--- src/rtl/i2c_target.sv ---
// I2C target with an auto-incrementing register pointer.
// SCL/SDA are synchronized and glitch-filtered before any bus decode.
module i2c_target #(
  parameter logic [6:0] DEV_ADDR = 7'h42,
  parameter int         FILT     = 3
) (
  input  logic       clk,
  input  logic       rst,
  input  logic       scl,
  input  logic       sda,
  output logic       sda_oe,
  output logic       busy,
  output logic [7:0] reg_addr,
  output logic       reg_rd,
  input  logic [7:0] reg_rdata,
  output logic       reg_wr,
  output logic [7:0] reg_wdata
);

  localparam int CW = $clog2(FILT + 1);

  typedef enum logic [3:0] {
    IDLE,
    ADDR,
    ADDR_ACK,
    PTR,
    WDATA,
    WACK,
    RDATA,
    RACK,
    WAIT_STOP
  } state_t;

  state_t state_q;
  state_t state_d;

  logic [1:0]    scl_sy;
  logic [1:0]    sda_sy;
  logic [CW-1:0] scl_cnt;
  logic [CW-1:0] sda_cnt;
  logic          scl_f;
  logic          sda_f;
  logic          scl_q;
  logic          sda_q;

  logic [3:0] cnt;
  logic [7:0] shreg;
  logic       ack_q;
  logic       rw_q;
  logic [1:0] rd_p;
  logic       sda_oe_d;

  logic start;
  logic stop;
  logic ev;
  logic rise;
  logic fall;
  logic last;
  logic match;

  // A filtered level flips only after FILT consecutive differing samples
  always_ff @(posedge clk) begin
    if (rst) begin
      scl_sy  <= 2'b11;
      sda_sy  <= 2'b11;
      scl_cnt <= '0;
      sda_cnt <= '0;
      scl_f   <= 1'b1;
      sda_f   <= 1'b1;
      scl_q   <= 1'b1;
      sda_q   <= 1'b1;
    end else begin
      scl_sy <= {scl_sy[0], scl};
      sda_sy <= {sda_sy[0], sda};
      scl_q  <= scl_f;
      sda_q  <= sda_f;
      if (scl_sy[1] == scl_f) begin
        scl_cnt <= '0;
      end else if (scl_cnt == CW'(FILT - 1)) begin
        scl_f   <= scl_sy[1];
        scl_cnt <= '0;
      end else begin
        scl_cnt <= scl_cnt + CW'(1);
      end
      if (sda_sy[1] == sda_f) begin
        sda_cnt <= '0;
      end else if (sda_cnt == CW'(FILT - 1)) begin
        sda_f   <= sda_sy[1];
        sda_cnt <= '0;
      end else begin
        sda_cnt <= sda_cnt + CW'(1);
      end
    end
  end

  assign start = scl_f & scl_q & sda_q & ~sda_f;
  assign stop  = scl_f & scl_q & ~sda_q & sda_f;
  assign ev    = start | stop;
  assign rise  = scl_f & ~scl_q & ~ev;
  assign fall  = ~scl_f & scl_q & ~ev;
  assign last  = (cnt == 4'd8);
  assign match = (shreg[7:1] == DEV_ADDR);

  always_ff @(posedge clk) begin
    if (rst) state_q <= IDLE;
    else     state_q <= state_d;
  end

  always_comb begin
    state_d = state_q;
    if (start) begin
      state_d = ADDR;
    end else if (stop) begin
      state_d = IDLE;
    end else if (fall) begin
      unique case (state_q)
        ADDR:     if (last) state_d = match ? ADDR_ACK : WAIT_STOP;
        ADDR_ACK: state_d = rw_q ? RDATA : PTR;
        PTR:      if (ack_q) state_d = WDATA;
        WDATA:    if (last) state_d = WACK;
        WACK:     state_d = WDATA;
        RDATA:    if (last) state_d = RACK;
        RACK:     state_d = ack_q ? RDATA : WAIT_STOP;
        default:  state_d = state_q;
      endcase
    end
  end

  always_comb begin
    sda_oe_d = 1'b0;
    if (!ev) begin
      unique case (state_q)
        ADDR_ACK: sda_oe_d = 1'b1;
        WACK:     sda_oe_d = 1'b1;
        PTR:      sda_oe_d = ack_q;
        RDATA:    sda_oe_d = ~shreg[7];
        default:  sda_oe_d = 1'b0;
      endcase
    end
  end

  // reg_rd is registered, so it always pairs with the updated reg_addr
  always_ff @(posedge clk) begin
    if (rst) begin
      sda_oe    <= 1'b0;
      busy      <= 1'b0;
      reg_addr  <= 8'h00;
      reg_rd    <= 1'b0;
      reg_wr    <= 1'b0;
      reg_wdata <= 8'h00;
      cnt       <= 4'd0;
      shreg     <= 8'h00;
      ack_q     <= 1'b0;
      rw_q      <= 1'b0;
      rd_p      <= 2'b00;
    end else begin
      reg_rd <= 1'b0;
      reg_wr <= 1'b0;
      sda_oe <= sda_oe_d;
      rd_p   <= {rd_p[0], reg_rd};
      if (rd_p[1]) shreg <= reg_rdata;
      if (ev) begin
        cnt   <= 4'd0;
        ack_q <= 1'b0;
        busy  <= 1'b0;
      end else if (rise) begin
        unique case (state_q)
          ADDR, PTR, WDATA: begin
            if (!last) begin
              shreg <= {shreg[6:0], sda_f};
              cnt   <= cnt + 4'd1;
            end
            if (state_q == WDATA && cnt == 4'd7) begin
              reg_wdata <= {shreg[6:0], sda_f};
              reg_wr    <= 1'b1;
            end
          end
          ADDR_ACK: reg_rd <= rw_q;
          RDATA:    cnt <= cnt + 4'd1;
          RACK: begin
            ack_q <= ~sda_f;
            if (!sda_f) begin
              reg_addr <= reg_addr + 8'd1;
              reg_rd   <= 1'b1;
            end
          end
          default: ;
        endcase
      end else if (fall) begin
        unique case (state_q)
          ADDR: begin
            if (last) begin
              cnt  <= 4'd0;
              rw_q <= shreg[0];
              busy <= match;
            end
          end
          ADDR_ACK: cnt <= 4'd0;
          PTR: begin
            if (ack_q) begin
              ack_q <= 1'b0;
              cnt   <= 4'd0;
            end else if (last) begin
              reg_addr <= shreg;
              ack_q    <= 1'b1;
            end
          end
          WDATA: if (last) cnt <= 4'd0;
          WACK:  reg_addr <= reg_addr + 8'd1;
          RDATA: begin
            if (last) cnt <= 4'd0;
            else      shreg <= {shreg[6:0], 1'b1};
          end
          RACK: begin
            ack_q <= 1'b0;
            cnt   <= 4'd0;
          end
          default: ;
        endcase
      end
    end
  end

endmodule

--- config.mk ---
export PLATFORM = sky130hd
export DESIGN_NAME = i2c_target
export DESIGN_NICKNAME = d
export VERILOG_FILES = /design/src/rtl/i2c_target.sv
export SDC_FILE = /design/constraint.sdc
export NUM_CORES = 1
export LEC_CHECK = 0
export CORE_ASPECT_RATIO = 0.75
export CORE_UTILIZATION = 45
export CTS_CLUSTER_SIZE = 24
export DETAILED_ROUTE_END_ITERATION = 10
export PLACE_DENSITY = 0.73
export RECOVER_POWER = 25
export SETUP_SLACK_MARGIN = 0.4
export SYNTH_ARGS = -nofsm -noshare
export SYNTH_HDL_FRONTEND = slang
export SYNTH_SLANG_ARGS = --single-unit
export TNS_END_PERCENT = 30
--- constraint.sdc ---
create_clock -name clk -period 3.9 [get_ports clk]
set_clock_uncertainty 0.05 [all_clocks]
set_input_delay 0.585 -clock clk [delete_from_list [all_inputs] [get_ports clk]]
set_output_delay 0.585 -clock clk [all_outputs]
set_load 0.005 [all_outputs]
==> impl_results.md <==
- #FFs+latches synth: 52
- RSZ-0062 raised after global routing: false
- Fin Hold WS: 365 ps
- DR vias: 2513
- Register area share after synthesis: 35.6%
- Row count: 25
- Area Growth Syn to Fin: 15.2%
- Post-Synthesis Cells: 324
- Slew Limit Fails: 0
- WP data required: 4060 ps
- Run status: complete, no violations
- Die area: 6820 sq um
- Post-synth EDFFs: 0
- Startpoint Class: input port
- Top_reg_cell synth: dfxtp_1
- CTS Root Cell: clkbuf_8
- Antenna cells: 0
- FMAX: 379 MHz
- Vias in the first global route: 2127
- Antenna violations before repair: 0
- Synth Warn #: 0
- Final period utilization: 67.6%
- Maximum vdd drop: 171 uV
- CTS buffer count: 5
- Clk buf depth: 2
- Hold buffers post-CTS: 0
- Num Clock Sinks: 52
- Data arrival, critical path: 2790 ps
- Initial core utilization: 46.5%
- Final core occ: 53.5%
- Maxcap violations: 0
- Routability congestion estimate: 0.900
- Synth top area share: 35.6%
- Reg clk slew, reported paths: 90 ps
- # setup viols final: 0
- Simple-gate share of the synthesized area: 28.2%
- DRT Pass-1 Iters: 4
- DRC: 0
- IO Port Bufs: 31
- First-pass GRT wire length: 10900 microns
- Post-CTS sizing: 0
- CTS tree: built
- Compound-Gate Fraction of Synth Area: 17.3%
- Syn nets: 341
- Pwr dens: 285 nW/um^2
- Critical path fanouts, max: 31
- Dominant cell type by area after synthesis: dfxtp_1
- Syn_area_per_cell: 9.02 sq um
- Clk Latency, worst-skew pair: 310 ps
- Hold Crit Class: reg -> reg
- Drt total wl: 6550 microns
- Tot GR Track Use: 20.7%
- Final setup TNS: 0 ps
- # Post-CTS Setup Buffers: 0
- Largest net degree at the start of global routing: 32
- Initial drt markers: 226
- Area after DPL: 3250 sq um
- Mux cell area share after synthesis: 11.6%
- CP Capture Type: register
- Via density: 5.91
- Nets: 360
- Fin. Hold Viols: 0
- Measured slew at the worst slew-check pin: 1240 ps
- Critical path class: in -> reg
- Top post-synthesis cells by area: dfxtp_1 (36%), mux2i_1 (8.6%), nor2_1 (4.5%), nor2b_1 (4.3%), mux2_2 (3.1%)
- Synth Area in Adders: 2.14%
- Overflow after GRT: 0
- Slew HR: 17.2%
- Finished Cell Area: 3370 sq um
- Leak: 1.26 nW
- Period minus WS final: 2640 ps
- Number of I/O pins: 32
- Largest family of logic cells by synthesized area: simple AND/OR/NAND/NOR gates
- Synthesized area: 2920 sq um
- Detail Placement HPWL: 4670 microns
- H-tree levels: 2
- Die X: 95.0 microns
- Most frequent cell after synthesis: dfxtp_1
- Synth cell count leaders: dfxtp_1 (52), nor2_1 (35), mux2i_1 (25)
- XOR/XNOR Fraction of Synth Area: 1.20%
- Drt wl/cell: 15.4 microns
- Core ar.: 6290 sq um
- Share of layout cells above drive strength 1: 9.30%
- Yosys cell types: 67
- Asr flop ratio synth: 0%
- Detail Route Antenna Nets: 0
- Total power: 0.960 mW
- Chip height: 71.8 microns
-- per-stage QoR --
| stage | std cells | setup WS (ps) |
|---|---|---|
| 6_report | 425 | 1260 |
| 5_1_grt | 425 | 1010 |
| 4_1_cts | 425 | 1550 |
| 3_5_place_dp | 417 | 1580 |
| 3_3_place_gp | 417 | 1680 |
| 2_1_floorplan | 324 | 2150 |
-- placed cells by master, fill, tap and decap left out, drive strengths merged, types with 7 or more instances in the layout --
cell type,synthesis,routed
or2,8,8
nor2b,20,20
nand2b,9,9
inv,7,7
nand3,8,8
o21ai,10,10
clkbuf,11,8
clkdlybuf4s50,0,29
nand2,10,10
dfxtp,52,52
mux2i,25,25
nor2,35,35
mux2,8,8
a21oi,8,8
-- cell families (layout without fill, tap and decap cells) --
| logic type | Yosys count | after routing |
|---|---|---|
| buf+inv | 27 | 47 |
| xor+xnor | 4 | 4 |
| mux | 33 | 33 |
| simple gates | 137 | 137 |
| compound gates | 66 | 66 |
| fa+ha+maj | 5 | 5 |
| flops | 52 | 52 |
-- worst max-delay path, stage by stage --
cell      delay (ps)
clkbuf_1         800
clkbuf_1         990
nor2_1           120
mux2_2           300
-- state kept, by name (all words and copies together), names as in the netlist --
name / cells
reg_addr: 8
reg_wdata: 8
shreg: 8
cnt: 4
state_q: 4
rd_p: 2
scl_cnt: 2
scl_sy: 2
sda_cnt: 2
sda_sy: 2
ack_q: 1
busy: 1
reg_rd: 1
reg_wr: 1
rw_q: 1
scl_f: 1
scl_q: 1
sda_f: 1
sda_oe: 1
sda_q: 1
-- power breakdown --
part | internal [mW] | switching [mW] | total, mW | leakage, nW
Sequential | 0.533 | 0.00146 | 0.535 | 0.420
Clock | 0.210 | 0.186 | 0.396 | 0.0614
Combinational | 0.0146 | 0.0152 | 0.0298 | 0.780
-- path summary, 6_finish.rpt --
kind,from,to,slack [ps],depth (start not counted)
setup / recovery,rst,shreg[1],1260,4
hold / removal,scl_cnt[0],scl_cnt[0],370,1
setup reg to reg,state_q[0],reg_addr[6],1420,4
hold reg to reg,scl_cnt[0],scl_cnt[0],370,1
-- layout make-up --
| class | count | area [sq um] |
|---|---|---|
| fillers | 594 | 2920 |
| clock inverters | 2 | 38.8 |
| inverters | 7 | 26.3 |
| clock buffers | 6 | 82.6 |
| well taps | 81 | 101 |
| multi-input cells | 245 | 1770 |
| repair buffers | 32 | 308 |
| flip-flops and latches | 52 | 1040 |
-- metal layers --
layer / wire, microns / global-route usage [%] / up-vias
met5: 0 / 0 / -
met1: 3330 / 32.5 / 1202
met3: 410 / 4.25 / 5
li1: - / - / 1232
met2: 2780 / 28.7 / 74
met4: 35 / 4.04 / 0
Power figures use the tool's default switching activity.
